`config.mk`:
```
export PLATFORM = sky130hd
export DESIGN_NAME = hazard_stall_ctrl_flat
export DESIGN_NICKNAME = d
export VERILOG_FILES = /design/src/rtl/hazard_stall_ctrl_pkg.sv /design/src/rtl/hazard_stall_ctrl_if.sv /design/src/rtl/hazard_stall_ctrl_sat_counter.sv /design/src/rtl/hazard_stall_ctrl.sv /design/src/flat_wrapper.sv
export SDC_FILE = /design/constraint.sdc
export NUM_CORES = 1
export LEC_CHECK = 0
export CAP_MARGIN = 20
export CORE_UTILIZATION = 32
export DETAILED_ROUTE_END_ITERATION = 12
export PLACE_DENSITY_LB_ADDON = 0.15
export SLEW_MARGIN = 20
export SYNTH_ARGS = -nofsm -noshare
export SYNTH_HDL_FRONTEND = slang
export SYNTH_HIERARCHICAL = 1
export SYNTH_SLANG_ARGS = --single-unit
export TNS_END_PERCENT = 50
```
`constraint.sdc`:
```
create_clock -name clk -period 1.95 [get_ports clk]
set_clock_uncertainty 0.05 [all_clocks]
set_input_delay 0.39 -clock clk [delete_from_list [all_inputs] [get_ports clk]]
set_output_delay 0.39 -clock clk [all_outputs]
set_load 0.01 [all_outputs]
```
`src/rtl/hazard_stall_ctrl_pkg.sv`:
```
// hazard_pkg: shared types and constants for the hazard/stall controller.
// Control bundle layout and NOP-control encodings live here.
package hazard_pkg;

    localparam int REG_ADDR_W = 4;
    localparam int PERF_CNT_W = 16;
    localparam int CNT_W      = 4;

    typedef logic [0:0] state_t;
    localparam state_t RUN     = 1'b0;
    localparam state_t MULBUSY = 1'b1;

    typedef struct packed {
        logic pc_write;
        logic ifid_write;
        logic idex_write;
        logic ifid_flush;
        logic idex_bubble;
        logic em_bubble;
    } hz_ctrl_t;

    localparam hz_ctrl_t CTRL_DEFAULT  = hz_ctrl_t'(6'b111_000);
    localparam hz_ctrl_t CTRL_LOAD_USE = hz_ctrl_t'(6'b001_010);
    localparam hz_ctrl_t CTRL_MUL      = hz_ctrl_t'(6'b000_001);
    localparam hz_ctrl_t CTRL_FLUSH    = hz_ctrl_t'(6'b111_110);
    localparam hz_ctrl_t CTRL_RESET    = hz_ctrl_t'(6'b000_111);

    function automatic logic load_use_hit(
        input logic                  mem_read,
        input logic [REG_ADDR_W-1:0] wr_reg,
        input logic                  use1,
        input logic [REG_ADDR_W-1:0] rd1,
        input logic                  use2,
        input logic [REG_ADDR_W-1:0] rd2
    );
        return mem_read && (wr_reg != '0) &&
               ((use1 && rd1 == wr_reg) || (use2 && rd2 == wr_reg));
    endfunction

endpackage

```
`src/rtl/hazard_stall_ctrl_if.sv`:
```
// hazard_stall_ctrl_if: pipeline-side hazard inputs and control outputs.
// master = pipeline datapath, slave = hazard controller.
interface hazard_stall_ctrl_if;
    import hazard_pkg::*;

    logic [REG_ADDR_W-1:0] IDreadReg1;
    logic [REG_ADDR_W-1:0] IDreadReg2;
    logic                  IDusesReg1;
    logic                  IDusesReg2;
    logic                  IEMemRead;
    logic [REG_ADDR_W-1:0] IEwriteReg;
    logic                  IEmulOp;
    logic                  IEbranchTaken;
    logic                  PCWrite;
    logic                  IFIDWrite;
    logic                  IDEXWrite;
    logic                  IFIDFlush;
    logic                  IDEXBubble;
    logic                  EMBubble;
    logic                  stallActive;
    logic [PERF_CNT_W-1:0] stallCycles;
    logic [PERF_CNT_W-1:0] flushCount;

    modport master (
        output IDreadReg1, IDreadReg2, IDusesReg1, IDusesReg2,
        output IEMemRead, IEwriteReg, IEmulOp, IEbranchTaken,
        input  PCWrite, IFIDWrite, IDEXWrite,
        input  IFIDFlush, IDEXBubble, EMBubble,
        input  stallActive, stallCycles, flushCount
    );

    modport slave (
        input  IDreadReg1, IDreadReg2, IDusesReg1, IDusesReg2,
        input  IEMemRead, IEwriteReg, IEmulOp, IEbranchTaken,
        output PCWrite, IFIDWrite, IDEXWrite,
        output IFIDFlush, IDEXBubble, EMBubble,
        output stallActive, stallCycles, flushCount
    );

endinterface

```
`src/rtl/hazard_stall_ctrl_sat_counter.sv`:
```
// sat_counter: up-counter that sticks at all-ones until reset.
// Used for the optional hazard performance counters.
module sat_counter #(
    parameter int WIDTH = 16
) (
    input  logic             clk,
    input  logic             rst_n,
    input  logic             inc,
    output logic [WIDTH-1:0] count
);

    logic [WIDTH-1:0] count_q;
    logic [WIDTH-1:0] count_d;

    // next count: step on inc unless already saturated
    always_comb begin
        count_d = count_q;
        if (inc && count_q != '1) begin
            count_d = count_q + WIDTH'(1);
        end
    end

    // count register, cleared only by reset
    always_ff @(posedge clk or negedge rst_n) begin
        if (!rst_n) begin
            count_q <= '0;
        end else begin
            count_q <= count_d;
        end
    end

    assign count = count_q;

endmodule

```
`src/rtl/hazard_stall_ctrl.sv`:
```
// hazard_stall_ctrl: load-use stall, multi-cycle EX hold, branch flush.
// Optional perf counters built only with HAZARD_PERF_CNT_EN defined.
module hazard_stall_ctrl
    import hazard_pkg::*;
#(
    parameter int MUL_LATENCY = 4
) (
    input logic                clk,
    input logic                rst_n,
    hazard_stall_ctrl_if.slave hz
);

    localparam bit MUL_EN = (MUL_LATENCY > 1);
    localparam logic [CNT_W-1:0] CNT_LOAD =
        MUL_EN ? CNT_W'(MUL_LATENCY - 2) : '0;

    state_t           state_q;
    state_t           state_d;
    logic [CNT_W-1:0] cnt_q;
    logic [CNT_W-1:0] cnt_d;
    hz_ctrl_t         ctrl;
    logic             lu_hit;
    logic             stall_active;
    logic [PERF_CNT_W-1:0] stall_cnt;
    logic [PERF_CNT_W-1:0] flush_cnt;

    assign lu_hit = load_use_hit(hz.IEMemRead, hz.IEwriteReg,
                                 hz.IDusesReg1, hz.IDreadReg1,
                                 hz.IDusesReg2, hz.IDreadReg2);

    // hazard priority: mul, then branch flush, then load-use
    always_comb begin
        state_d = state_q;
        cnt_d   = cnt_q;
        ctrl    = CTRL_DEFAULT;
        unique case (state_q)
            RUN: begin
                if (hz.IEmulOp && MUL_EN) begin
                    ctrl    = CTRL_MUL;
                    cnt_d   = CNT_LOAD;
                    state_d = MULBUSY;
                end else if (hz.IEbranchTaken) begin
                    ctrl = CTRL_FLUSH;
                end else if (lu_hit) begin
                    ctrl = CTRL_LOAD_USE;
                end
            end
            MULBUSY: begin
                if (cnt_q != '0) begin
                    ctrl  = CTRL_MUL;
                    cnt_d = cnt_q - CNT_W'(1);
                end else begin
                    state_d = RUN;
                    if (lu_hit) begin
                        ctrl = CTRL_LOAD_USE;
                    end
                end
            end
        endcase
        if (!rst_n) begin
            ctrl = CTRL_RESET;
        end
    end

    // FSM state and mul countdown
    always_ff @(posedge clk or negedge rst_n) begin
        if (!rst_n) begin
            state_q <= RUN;
            cnt_q   <= '0;
        end else begin
            state_q <= state_d;
            cnt_q   <= cnt_d;
        end
    end

    assign stall_active = rst_n & ~ctrl.pc_write;

`ifdef HAZARD_PERF_CNT_EN
    sat_counter #(.WIDTH(PERF_CNT_W)) u_stall_cnt (
        .clk   (clk),
        .rst_n (rst_n),
        .inc   (stall_active),
        .count (stall_cnt)
    );

    sat_counter #(.WIDTH(PERF_CNT_W)) u_flush_cnt (
        .clk   (clk),
        .rst_n (rst_n),
        .inc   (ctrl.ifid_flush & rst_n),
        .count (flush_cnt)
    );
`else
    assign stall_cnt = '0;
    assign flush_cnt = '0;
`endif

    assign hz.PCWrite     = ctrl.pc_write;
    assign hz.IFIDWrite   = ctrl.ifid_write;
    assign hz.IDEXWrite   = ctrl.idex_write;
    assign hz.IFIDFlush   = ctrl.ifid_flush;
    assign hz.IDEXBubble  = ctrl.idex_bubble;
    assign hz.EMBubble    = ctrl.em_bubble;
    assign hz.stallActive = stall_active;
    assign hz.stallCycles = stall_cnt;
    assign hz.flushCount  = flush_cnt;

endmodule

```
`src/flat_wrapper.sv`:
```
// flat-port wrapper written by rule: the top's interface ports become plain ports
module hazard_stall_ctrl_flat import hazard_pkg::*;
#(
    parameter int MUL_LATENCY = 4
)
  (clk, rst_n, hz_IDreadReg1, hz_IDreadReg2, hz_IDusesReg1, hz_IDusesReg2, hz_IEMemRead, hz_IEwriteReg, hz_IEmulOp, hz_IEbranchTaken, hz_PCWrite, hz_IFIDWrite, hz_IDEXWrite, hz_IFIDFlush, hz_IDEXBubble, hz_EMBubble, hz_stallActive, hz_stallCycles, hz_flushCount);
  hazard_stall_ctrl_if hz_i ();
  input logic clk;
  input logic rst_n;
  input wire logic [$bits(hz_i.IDreadReg1)-1:0] hz_IDreadReg1;
  input wire logic [$bits(hz_i.IDreadReg2)-1:0] hz_IDreadReg2;
  input wire logic [$bits(hz_i.IDusesReg1)-1:0] hz_IDusesReg1;
  input wire logic [$bits(hz_i.IDusesReg2)-1:0] hz_IDusesReg2;
  input wire logic [$bits(hz_i.IEMemRead)-1:0] hz_IEMemRead;
  input wire logic [$bits(hz_i.IEwriteReg)-1:0] hz_IEwriteReg;
  input wire logic [$bits(hz_i.IEmulOp)-1:0] hz_IEmulOp;
  input wire logic [$bits(hz_i.IEbranchTaken)-1:0] hz_IEbranchTaken;
  output wire logic [$bits(hz_i.PCWrite)-1:0] hz_PCWrite;
  output wire logic [$bits(hz_i.IFIDWrite)-1:0] hz_IFIDWrite;
  output wire logic [$bits(hz_i.IDEXWrite)-1:0] hz_IDEXWrite;
  output wire logic [$bits(hz_i.IFIDFlush)-1:0] hz_IFIDFlush;
  output wire logic [$bits(hz_i.IDEXBubble)-1:0] hz_IDEXBubble;
  output wire logic [$bits(hz_i.EMBubble)-1:0] hz_EMBubble;
  output wire logic [$bits(hz_i.stallActive)-1:0] hz_stallActive;
  output wire logic [$bits(hz_i.stallCycles)-1:0] hz_stallCycles;
  output wire logic [$bits(hz_i.flushCount)-1:0] hz_flushCount;
  assign hz_i.IDreadReg1 = hz_IDreadReg1;
  assign hz_i.IDreadReg2 = hz_IDreadReg2;
  assign hz_i.IDusesReg1 = hz_IDusesReg1;
  assign hz_i.IDusesReg2 = hz_IDusesReg2;
  assign hz_i.IEMemRead = hz_IEMemRead;
  assign hz_i.IEwriteReg = hz_IEwriteReg;
  assign hz_i.IEmulOp = hz_IEmulOp;
  assign hz_i.IEbranchTaken = hz_IEbranchTaken;
  assign hz_PCWrite = hz_i.PCWrite;
  assign hz_IFIDWrite = hz_i.IFIDWrite;
  assign hz_IDEXWrite = hz_i.IDEXWrite;
  assign hz_IFIDFlush = hz_i.IFIDFlush;
  assign hz_IDEXBubble = hz_i.IDEXBubble;
  assign hz_EMBubble = hz_i.EMBubble;
  assign hz_stallActive = hz_i.stallActive;
  assign hz_stallCycles = hz_i.stallCycles;
  assign hz_flushCount = hz_i.flushCount;
  hazard_stall_ctrl #(.MUL_LATENCY(MUL_LATENCY)) u_core (.clk(clk), .rst_n(rst_n), .hz(hz_i));
endmodule
```
==> impl_metrics.py, run 1 <==
metrics = {
    "outcome": {
        "run_status": "finished with violations",
        "violations_in_the_final_reports": "setup timing",
    },
    "worst_setup_path": {
        "criticalPathCategory": "primary input to output pin",
        "timing.critical_path.required_ps": 1510,
        "worst_ep_arrival_time_ps": 1710,
        "timing.critical_path.from_type": "primary input",
        "cp_cell_sequence": "buf_6, o41a_1, nand3_2, nor4_4, buf_4, o31ai_2, a21oi_1, buf_2",
        "critical-path-slowest-cell": "sky130_fd_sc_hd__o41a_1",
        "critPathMaxStageDelay_ps": 470,
        "worstSetupEndpointType": "output pin",
        "crit_path_max_fanout": 3,
    },
    "sta": {
        "post-route-period-util_pct": 110,
        "hold_viol_final": 0,
        "fin_crit_ps": 2150,
        "rsz0062_at_grt": "yes",
        "timing.final.ws_setup_ps": -203,
        "finalSetupViolations": 5,
        "timing.final.max_slew_violations": 0,
        "finalSetupTns_ps": -566,
        "achievable_clock_frequency_mhz": 464,
    },
    "yosys": {
        "synth.avg_cell_area_um2": 7.90,
        "synthesis.area_um2": 703,
        "synth-warning-count": 6,
        "synth_top_cell_by_area": "sky130_fd_sc_hd__buf_4",
        "leading_cell_types_by_total_area_after_synthesis": "sky130_fd_sc_hd__buf_4 (35%), sky130_fd_sc_hd__dfrtp_1 (18%), sky130_fd_sc_hd__xor2_1 (7.5%), sky130_fd_sc_hd__nand2_1 (3.7%), sky130_fd_sc_hd__nor4_2 (3.6%)",
        "postSynthRegisterBits": 5,
        "seq_area_frac_synth_pct": 17.8,
        "yosys.cell_types.count": 28,
        "synthesized_instance_count": 89,
        "post-synth-top-area-fraction_pct": 35.2,
    },
    "global_route": {
        "globalRouteTotalUtil_pct": 13.8,
        "first_global_vias": 582,
        "number_of_antenna_violations_at_the_first_check_in_global_routing": 0,
        "top_usage_layer": "met2",
        "global_route.usage.met2_pct": 22.9,
        "grt_first_pass_wirelength_mm": 2.49,
        "grt_max_degree": 7,
        "grt_remaining_overflow": 0,
        "groute.layer.met3.usage_pct": 4.05,
        "grt_use_met1_pct": 16.4,
    },
    "route": {
        "vias": 646,
        "wire_per_inst_um": 9.62,
        "final_antenna_net_count": 0,
        "drc": 0,
        "routed_wl_mm": 1.55,
        "route.detailed.vias_per_inst": 4.01,
        "first_iter_violations": 5,
        "drt_pass_1_iters": 4,
    },
    "clock_network": {
        "ctsHoldBuffers": 0,
        "htree_num_levels": 1,
        "latest_clock_arrival_within_the_worst_skew_pair_ps": 250,
        "cts.path.max_buffers": 2,
        "clk_transition_reported_paths_ps": 40,
        "cts_made_buffers": 3,
        "cts.sinks": 5,
        "clock_tree_from_tritoncts": "yes",
        "ctsRootBufferMaster": "sky130_fd_sc_hd__clkbuf_4",
    },
    "die": {
        "die_w_um": 48.9,
        "ioPinCount": 58,
        "num_rows": 16,
        "die_height_um": 48.9,
        "starting_utilization_of_the_core_area_pct": 34.8,
        "die-area_um2": 2390,
        "design.core.area_um2": 2020,
    },
    "pwr": {
        "design_power_total_uw": 929,
        "static-leakage-power_nw": 0.566,
        "power_density_nw_per_um2": 860,
        "peakVddDrop_uv": 638,
    },
    "finish": {
        "multi_input_logic_area_um2": 519,
        "final_cell_mix": "sky130_fd_sc_hd__conb_1 (32), sky130_fd_sc_hd__buf_4 (18), sky130_fd_sc_hd__dlygate4sd2_1 (9)",
        "fin_cells": 161,
        "area_growth_syn_to_layout_pct": 53.7,
        "mostFrequentLayoutCell": "sky130_fd_sc_hd__conb_1",
        "final_layout_size_suffix_gt1_share_pct": 39.6,
        "insertedDiodeCount": 0,
        "area.sequential_um2": 125,
        "nets": 155,
        "fillers": 203,
    },
    "worst_hold_path": {
        "hold_path.class": "primary input to asynchronous set/reset pin",
    },
    "placement": {
        "hpwl_mm": 1.19,
        "placed_cells": 153,
        "portBuffers": 25,
        "finalWeightedCongestion": 0.782,
    },
    "run": {
        "timing.max_cap.violations": 0,
    },
}
[logic make-up (layout without fill, tap and decap cells)]
kind of cell    count (synthesis)  after routing  share of synthesized area (%)
compound gates                 12             12                           11.0
xor+xnor                        8              8                           9.96
fa+ha+maj                       1              1                           1.78
buf+inv                        37             51                           37.5
flops                           5              5                           17.8
mux                             1              1                           1.42
other cells                     1             32                          0.533
simple gates                   24             24                           19.9
[critical path: cells and delay by family]
| kind | cells | cell delay (ps) |
|---|---|---|
| buffers and inverters | 3 | 390 |
| and+or+nand+nor | 2 | 160 |
| AOI/OAI and AO/OA | 3 | 780 |
[synthesized netlist by cell type]
| library cell | n |
|---|---|
| sky130_fd_sc_hd__nand3_2 | 1 |
| sky130_fd_sc_hd__dfrtp_1 | 5 |
| sky130_fd_sc_hd__o21ai_0 | 3 |
| sky130_fd_sc_hd__nor2_1 | 4 |
| sky130_fd_sc_hd__a31oi_1 | 1 |
| sky130_fd_sc_hd__nor3_1 | 2 |
| sky130_fd_sc_hd__o21bai_1 | 1 |
| sky130_fd_sc_hd__nand2_1 | 7 |
| sky130_fd_sc_hd__o21a_1 | 1 |
| sky130_fd_sc_hd__conb_1 | 1 |
| sky130_fd_sc_hd__mux2i_1 | 1 |
| sky130_fd_sc_hd__buf_2 | 1 |
| sky130_fd_sc_hd__ha_1 | 1 |
| sky130_fd_sc_hd__inv_1 | 3 |
| sky130_fd_sc_hd__o31ai_1 | 1 |
| sky130_fd_sc_hd__buf_4 | 33 |
| sky130_fd_sc_hd__a21oi_1 | 2 |
| sky130_fd_sc_hd__nor4_2 | 2 |
| sky130_fd_sc_hd__or3_1 | 1 |
| sky130_fd_sc_hd__nor3b_2 | 1 |
| sky130_fd_sc_hd__nand3_1 | 2 |
| sky130_fd_sc_hd__o41a_1 | 1 |
| sky130_fd_sc_hd__nor2b_1 | 1 |
| sky130_fd_sc_hd__xnor2_1 | 2 |
| sky130_fd_sc_hd__o21ai_1 | 1 |
| sky130_fd_sc_hd__xor2_1 | 6 |
| sky130_fd_sc_hd__nand2b_1 | 3 |
| sky130_fd_sc_hd__a21o_1 | 1 |
[sequential cells by signal, indices dropped and copies added (netlist names)]
signal,cells
u_core/cnt_q,4
u_core/state_q,1
[area by class of cell]
cell class              instances  area share, %
multi-input cells              78           48.0
repair buffers                 44           33.8
flip-flops and latches          5           11.6
well taps                      27           3.12
clock buffers                   4           2.43
inverters                       3           1.04
[final timing paths]
path                                             start                     endpoint  slack [ps]  cells after the start
min reg2reg                   u_core/state_q$_DFF_PN0_  u_core/cnt_q[1]$_DFFE_PN0P_         590                      2
min                                              rst_n     u_core/state_q$_DFF_PN0_         190                      2
min in group clk              u_core/state_q$_DFF_PN0_  u_core/cnt_q[1]$_DFFE_PN0P_         590                      2
max in group asynchronous                        rst_n  u_core/cnt_q[1]$_DFFE_PN0P_        1550                      2
max reg2reg                u_core/cnt_q[1]$_DFFE_PN0P_  u_core/cnt_q[3]$_DFFE_PN0P_         440                      7
max                                   hz_IEwriteReg[0]               hz_stallActive        -200                      8
[power breakdown]
| group | internal [mW] | switching, mW |
|---|---|---|
| Sequential | 0.149 | 0.0321 |
| Combinational | 0.339 | 0.287 |
| Clock | 0.0775 | 0.0446 |
[routing by layer]
| metal | up-vias | wire length (um) |
|---|---|---|
| met2 | 35 | 812 |
| li1 | 318 | - |
| met1 | 291 | 635 |
| met5 | - | 0 |
| met4 | 0 | 16 |
| met3 | 2 | 85 |
[metrics by stage]
stage          hold slack, ps  setup WS [ps]  utilization [%]  cell area (um2)
6_report                  191           -203             53.5             1080
5_1_grt                   196           -249             53.5             1080
4_1_cts                   547           -167             51.8             1050
3_5_place_dp              560           -923             48.6              983
3_3_place_gp              556           -904             48.6              983
2_1_floorplan            44.4           33.8                -              840
[repair_timing]
item,in CTS,in global routing
pin swaps,13,7
setup endpoints to repair,7,7
endpoints found under the hold margin,0,0
gates resized for setup,72,6
setup buffers,4,1
(Power assumes the default switching activity.)
==> run 2, diff against run 1 <==
--- a/config.mk
+++ b/config.mk
@@ -8,7 +8,7 @@
 export CAP_MARGIN = 20
 export CORE_UTILIZATION = 32
 export DETAILED_ROUTE_END_ITERATION = 12
-export PLACE_DENSITY_LB_ADDON = 0.15
+export PLACE_DENSITY = 0.91
 export SLEW_MARGIN = 20
 export SYNTH_ARGS = -nofsm -noshare
 export SYNTH_HDL_FRONTEND = slang
==> constraint.sdc (replaced) <==
create_clock -name clk -period 1.95 [get_ports clk]
set_clock_uncertainty 0.05 [all_clocks]
set_input_delay 0.585 -clock clk [delete_from_list [all_inputs] [get_ports clk]]
set_output_delay 0.585 -clock clk [all_outputs]
set_load 0.01 [all_outputs]
==> run 2 against run 1 <==
The flow still finishes with violations (setup timing). Final cell count is 0.62% higher. Utilization is 4.5 points higher. Final area is 8.4% higher.
==> impl_metrics.py, run 2 (same netlist as run 1, synthesis figures left out) <==
metrics = {
    "route": {
        "wire_per_inst_um": 12.4,
        "vias": 676,
        "route.detailed.vias_per_inst": 4.17,
        "routed_wl_mm": 2.01,
        "drt_pass_1_iters": 4,
        "drc": 0,
        "first_iter_violations": 9,
        "final_antenna_net_count": 0,
    },
    "placement": {
        "finalWeightedCongestion": 0.794,
        "pre_cts_slack_ps": -1250,
        "portBuffers": 25,
        "placed_cells": 151,
        "hpwl_mm": 1.33,
    },
    "sta": {
        "rsz0062_at_grt": "yes",
        "timing.final.ws_setup_ps": -663,
        "achievable_clock_frequency_mhz": 383,
        "fin_crit_ps": 2610,
        "timing.final.max_slew_violations": 0,
        "finalSetupTns_ps": -3010,
        "post-route-period-util_pct": 134,
        "hold_viol_final": 0,
        "finalSetupViolations": 7,
    },
    "finish": {
        "biggest_registers_after_layout": "u_core/cnt_q x4, u_core/state_q x1",
        "final_cell_mix": "sky130_fd_sc_hd__conb_1 (32), sky130_fd_sc_hd__buf_4 (18), sky130_fd_sc_hd__dlygate4sd2_1 (9)",
        "area_growth_syn_to_layout_pct": 66.7,
        "fillers": 172,
        "fin_cells": 162,
        "registers.top_by_ff_count": "u_core/cnt_q",
        "final_layout_size_suffix_gt1_share_pct": 43.7,
        "largest_register_ff_count": 4,
        "nets": 156,
        "mostFrequentLayoutCell": "sky130_fd_sc_hd__conb_1",
        "insertedDiodeCount": 0,
    },
    "die": {
        "die-area_um2": 2390,
        "die_height_um": 48.9,
        "design.core.area_um2": 2020,
        "starting_utilization_of_the_core_area_pct": 34.8,
        "die_w_um": 48.9,
        "ioPinCount": 58,
        "num_rows": 16,
    },
    "clock_network": {
        "latest_clock_arrival_within_the_worst_skew_pair_ps": 250,
        "cts.sinks": 5,
        "ctsRootBufferMaster": "sky130_fd_sc_hd__clkbuf_4",
        "cts_made_buffers": 3,
        "htree_num_levels": 1,
        "clk_transition_reported_paths_ps": 50,
        "clock_tree_from_tritoncts": "yes",
        "cts.path.max_buffers": 2,
    },
    "run": {
        "timing.max_cap.violations": 0,
    },
    "pwr": {
        "static-leakage-power_nw": 0.578,
        "pwr-share-seq_pct": 19.8,
        "internal_power_uw": 552,
        "p_comb_share_pct": 66.2,
        "power_density_nw_per_um2": 799,
        "design_power_total_uw": 937,
        "power_frac_clock_pct": 14.0,
        "power_switching_uw": 385,
        "switch_share_pct": 41.1,
        "peakVddDrop_uv": 472,
    },
    "global_route": {
        "first_global_vias": 651,
        "number_of_antenna_violations_at_the_first_check_in_global_routing": 0,
        "grt_remaining_overflow": 0,
        "grt_first_pass_wirelength_mm": 2.99,
        "globalRouteTotalUtil_pct": 16.9,
        "grt_max_degree": 7,
    },
    "worst_setup_path": {
        "timing.critical_path.from_type": "primary input",
        "worstSetupEndpointType": "output pin",
        "cp_cell_sequence": "buf_8, o41a_1, buf_6, nand3_4, nor4_4, buf_4, o31ai_2, a21oi_1, buf_2",
        "critical-path-slowest-cell": "sky130_fd_sc_hd__o41a_1",
        "worst_ep_arrival_time_ps": 1980,
        "criticalPathCategory": "primary input to output pin",
        "crit_path_max_fanout": 3,
        "timing.critical_path.required_ps": 1310,
        "critPathMaxStageDelay_ps": 450,
    },
    "outcome": {
        "run_status": "finished with violations",
        "violations_in_the_final_reports": "setup timing",
    },
    "worst_hold_path": {
        "hold_path.class": "primary input to asynchronous set/reset pin",
    },
}
## run 2: layout make-up
class	instances	area [um2]	share of cell area, %
timing repair buffer	45	387	33.0
inverter	3	11.3	0.961
sequential	5	125	10.7
multi-input combinational	78	589	50.3
clock buffer	4	26.3	2.24
tap	27	33.8	2.88
## run 2: power groups by stage
stage	Combinational, mW	Clock [mW]	Sequential, mW
after global routing	0.685	0.142	0.189
after floorplan	0.354	0	0.181
after detailed placement	0.557	0	0.182
after CTS	0.607	0.137	0.185
final	0.621	0.131	0.185
after global placement	0.540	0	0.178
## run 2: worst paths after layout
check / start / endpoint / slack (ps) / cells after the start
min reg2reg: u_core/cnt_q[1]$_DFFE_PN0P_ / u_core/cnt_q[1]$_DFFE_PN0P_ / 540 / 2
min: rst_n / u_core/state_q$_DFF_PN0_ / 500 / 2
min in group clk: u_core/cnt_q[1]$_DFFE_PN0P_ / u_core/cnt_q[1]$_DFFE_PN0P_ / 540 / 2
max in group asynchronous: rst_n / u_core/cnt_q[3]$_DFFE_PN0P_ / 1220 / 2
max: hz_IEwriteReg[0] / hz_stallActive / -660 / 9
max reg2reg: u_core/cnt_q[2]$_DFFE_PN0P_ / u_core/cnt_q[3]$_DFFE_PN0P_ / 560 / 6
## run 2: critical path: cells and delay by family
family	cells	cell delay, ps
buf+inv	4	530
simple gates	2	120
compound gates	3	730
## run 2: routing by layer
metal  track usage [%]  part of all wire (%)
met1              16.2                    37
met3              4.05                   3.6
met4              8.33                   1.3
met5                 0                     0
met2              32.9                    58
## run 2: metrics by stage
stage / area, um2 / util [%] / hold WS (ps)
5_1_grt: 1170 / 58.0 / 524
6_report: 1170 / 58.0 / 499
3_5_place_dp: 968 / 47.9 / 522
3_3_place_gp: 968 / 47.9 / 505
4_1_cts: 1150 / 56.9 / 486
2_1_floorplan: 843 / - / 239
## run 2: repair_timing
item / 4_1_cts / 5_1_grt
endpoints found under the hold margin: 0 / 0
buffers inserted: 6 / 1
hold buffers: 0 / 0
pin swaps: 12 / 5
gates resized for setup: 92 / 4
setup endpoints to repair: 7 / 7
==> run 3, diff against run 2 <==
--- a/config.mk
+++ b/config.mk
@@ -5,10 +5,11 @@
 export SDC_FILE = /design/constraint.sdc
 export NUM_CORES = 1
 export LEC_CHECK = 0
-export CAP_MARGIN = 20
-export CORE_UTILIZATION = 32
+export CAP_MARGIN = 0
+export CORE_ASPECT_RATIO = 1.75
+export CORE_UTILIZATION = 29
 export DETAILED_ROUTE_END_ITERATION = 12
-export PLACE_DENSITY = 0.91
+export PLACE_DENSITY = 0.87
 export SLEW_MARGIN = 20
 export SYNTH_ARGS = -nofsm -noshare
 export SYNTH_HDL_FRONTEND = slang
==> constraint.sdc (replaced) <==
create_clock -name clk -period 2.2 [get_ports clk]
set_clock_uncertainty 0.05 [all_clocks]
set_input_delay 0.66 -clock clk [delete_from_list [all_inputs] [get_ports clk]]
set_output_delay 0.66 -clock clk [all_outputs]
set_load 0.01 [all_outputs]
==> run 3 against run 2 <==
Critical endpoint unchanged. Hold slack better by 74 ps. Largest cell class unchanged. Clock power up 34%. Highest routed layer unchanged. Final cell count down 3.1%. Sequential power down 9%. Utilization down 7.7 points. The flow still finishes with violations (setup timing). Final area down 1.2%. Register-to-register slack better by 160 ps. Non-clock buffer count down 3. Power down 1.9%.
==> impl_metrics.py, run 3 (same netlist as run 1, synthesis figures left out) <==
metrics = {
    "outcome": {
        "run_status": "finished with violations",
        "violations_in_the_final_reports": "setup timing",
    },
    "placement": {
        "dpl_cell_area_um2": 961,
        "portBuffers": 25,
        "placed_cells": 151,
        "finalWeightedCongestion": 0.718,
        "hpwl_mm": 1.41,
        "pre_cts_slack_ps": -1170,
    },
    "clock_network": {
        "clock_tree_from_tritoncts": "yes",
        "htree_num_levels": 1,
        "ctsHoldBuffers": 0,
        "cts_made_buffers": 3,
        "cts.sinks": 5,
        "ctsRootBufferMaster": "sky130_fd_sc_hd__clkbuf_8",
        "cts.path.max_buffers": 2,
        "clk_transition_reported_paths_ps": 40,
        "latest_clock_arrival_within_the_worst_skew_pair_ps": 230,
    },
    "die": {
        "design.core.area_um2": 2300,
        "die_w_um": 39.2,
        "starting_utilization_of_the_core_area_pct": 30.5,
        "num_rows": 23,
        "ioPinCount": 58,
        "die-area_um2": 2630,
        "die_height_um": 67.1,
    },
    "finish": {
        "nets": 153,
        "registers.top_by_ff_count": "u_core/cnt_q",
        "final_cell_mix": "sky130_fd_sc_hd__conb_1 (32), sky130_fd_sc_hd__buf_4 (15), sky130_fd_sc_hd__buf_2 (8)",
        "final_core_util_pct": 50.3,
        "largest_register_ff_count": 4,
        "biggest_registers_after_layout": "u_core/cnt_q x4, u_core/state_q x1",
        "layout.cell_area.non_filler_um2": 1160,
        "area_growth_syn_to_layout_pct": 64.8,
        "mostFrequentLayoutCell": "sky130_fd_sc_hd__conb_1",
        "final_layout_size_suffix_gt1_share_pct": 46.2,
        "fin_cells": 157,
        "insertedDiodeCount": 0,
    },
    "worst_hold_path": {
        "hold_path_startpoint": "u_core/state_q$_DFF_PN0_",
        "hold_path.class": "register to register",
        "timing.hold.worst_endpoint": "u_core/cnt_q[1]$_DFFE_PN0P_",
        "min_path_cells": 1,
    },
    "pwr": {
        "pwr-share-seq_pct": 18.4,
        "power_density_nw_per_um2": 794,
        "switch_share_pct": 38.6,
        "static-leakage-power_nw": 0.569,
        "p_comb_share_pct": 62.6,
        "internal_power_uw": 564,
        "power_frac_clock_pct": 19.0,
        "peakVddDrop_uv": 387,
        "power_switching_uw": 355,
    },
    "worst_setup_path": {
        "worst_ep_arrival_time_ps": 1930,
        "criticalPathCategory": "primary input to output pin",
        "cp_cell_sequence": "buf_8, o41a_1, nand3_2, nor4_4, buf_4, o31ai_4, a21oi_2, buf_2",
        "critical_path.top_delay_family": "compound AO/OA/AOI/OAI gates",
        "r2r_cells": 6,
        "timing.critical_path.required_ps": 1490,
        "r2r_setup_slack_ps": 720,
        "rr_startpoint": "u_core/cnt_q[1]$_DFFE_PN0P_",
        "cp-startpoint": "hz_IEwriteReg[1]",
        "timing.critical_path.from_type": "primary input",
        "crit_path_max_fanout": 4,
        "worstSetupEndpointType": "output pin",
        "critical_path_cell_count": 8,
        "timing.rr.end": "u_core/cnt_q[3]$_DFFE_PN0P_",
        "critical-path-slowest-cell": "sky130_fd_sc_hd__o41a_1",
        "critPathMaxStageDelay_ps": 470,
        "worstPathBufferInverterCount": 3,
    },
    "route": {
        "first_iter_violations": 7,
        "drt_pass_1_iters": 6,
        "drc": 0,
        "vias": 685,
        "route.detailed.vias_per_inst": 4.36,
        "routed_wl_mm": 1.94,
        "wire_per_inst_um": 12.4,
        "final_antenna_net_count": 0,
    },
    "global_route": {
        "globalRouteTotalUtil_pct": 17.6,
        "grt_max_degree": 7,
        "number_of_antenna_violations_at_the_first_check_in_global_routing": 0,
        "grt_first_pass_wirelength_mm": 3.02,
        "first_global_vias": 723,
        "grt_remaining_overflow": 0,
    },
    "sta": {
        "fin_crit_ps": 2640,
        "timing.final.max_slew_violations": 0,
        "post-route-period-util_pct": 120,
        "hold_viol_final": 0,
        "rsz0062_at_grt": "yes",
        "timing.final.ws_setup_ps": -441,
        "achievable_clock_frequency_mhz": 379,
        "finalSetupViolations": 7,
    },
    "run": {
        "timing.max_cap.violations": 0,
    },
}
-- run 3: cell count changes in the layout (fill, tap and decap cells not counted), moves of 2 or more --
cell,previous run,this run
sky130_fd_sc_hd__dlygate4sd2_1,9,4
sky130_fd_sc_hd__buf_4,18,15
sky130_fd_sc_hd__clkbuf_4,3,0
sky130_fd_sc_hd__clkbuf_8,0,3
sky130_fd_sc_hd__buf_2,6,8
sky130_fd_sc_hd__nand3_2,0,2
sky130_fd_sc_hd__nand3_4,2,0
-- run 3: final cells by class --
| class | instances | area, um2 |
|---|---|---|
| multi-input combinational | 78 | 579 |
| sequential | 5 | 125 |
| clock buffer | 4 | 45.0 |
| timing repair buffer | 42 | 367 |
| inverter | 3 | 11.3 |
| tap | 25 | 31.3 |
| fill | 230 | 1140 |
-- run 3: power by group through the flow --
| stage | Sequential [mW] | Clock, mW | Combinational, mW |
|---|---|---|---|
| after CTS | 0.169 | 0.175 | 0.557 |
| after detailed placement | 0.160 | 0 | 0.499 |
| final | 0.169 | 0.175 | 0.576 |
| after global routing | 0.174 | 0.178 | 0.642 |
| after floorplan | 0.157 | 0 | 0.286 |
| after global placement | 0.158 | 0 | 0.470 |
-- run 3: worst reg2reg max path, delay by kind of cell, from the launching register on --
| family | cells | cell delay [ps] |
|---|---|---|
| flip-flops | 1 | 380 |
| buffers and inverters | 1 | 140 |
| AND/OR/NAND/NOR | 3 | 630 |
| AO/OA/AOI/OAI | 2 | 190 |
-- run 3: worst max path at each step --
stage	end	slack, ps
2_1_floorplan	hz_PCWrite	-130
3_3_place_gp	hz_IDEXBubble	-1120
3_5_place_dp	hz_IFIDWrite	-1170
4_1_cts	hz_stallActive	-390
5_1_grt	hz_stallActive	-500
6_report	hz_stallActive	-440
-- run 3: per-layer routing --
| metal | wire length [um] | vias up | GRT usage [%] |
|---|---|---|---|
| met4 | 83 | 0 | 15.5 |
| met1 | 483 | 317 | 11.7 |
| li1 | - | 307 | - |
| met3 | 143 | 9 | 3.62 |
| met5 | 0 | - | 0 |
| met2 | 1230 | 52 | 35.0 |
-- run 3: metrics by stage --
stage / total power [mW] / hold slack, ps / setup TNS, ps
floorplan: 0.443 / 314 / -207
global placement: 0.628 / 502 / -6380
detailed placement: 0.659 / 515 / -6580
CTS: 0.901 / 564 / -1460
global route: 0.994 / 620 / -1980
finish: 0.920 / 573 / -1620
-- run 3: repair_timing --
item / CTS / global route
hold endpoints to repair: 0 / 0
setup endpoints to repair: 7 / 7
gates cloned: 0 / 0
pin swaps: 14 / 8
setup buffers: 3 / 0
gates resized for setup: 102 / 9
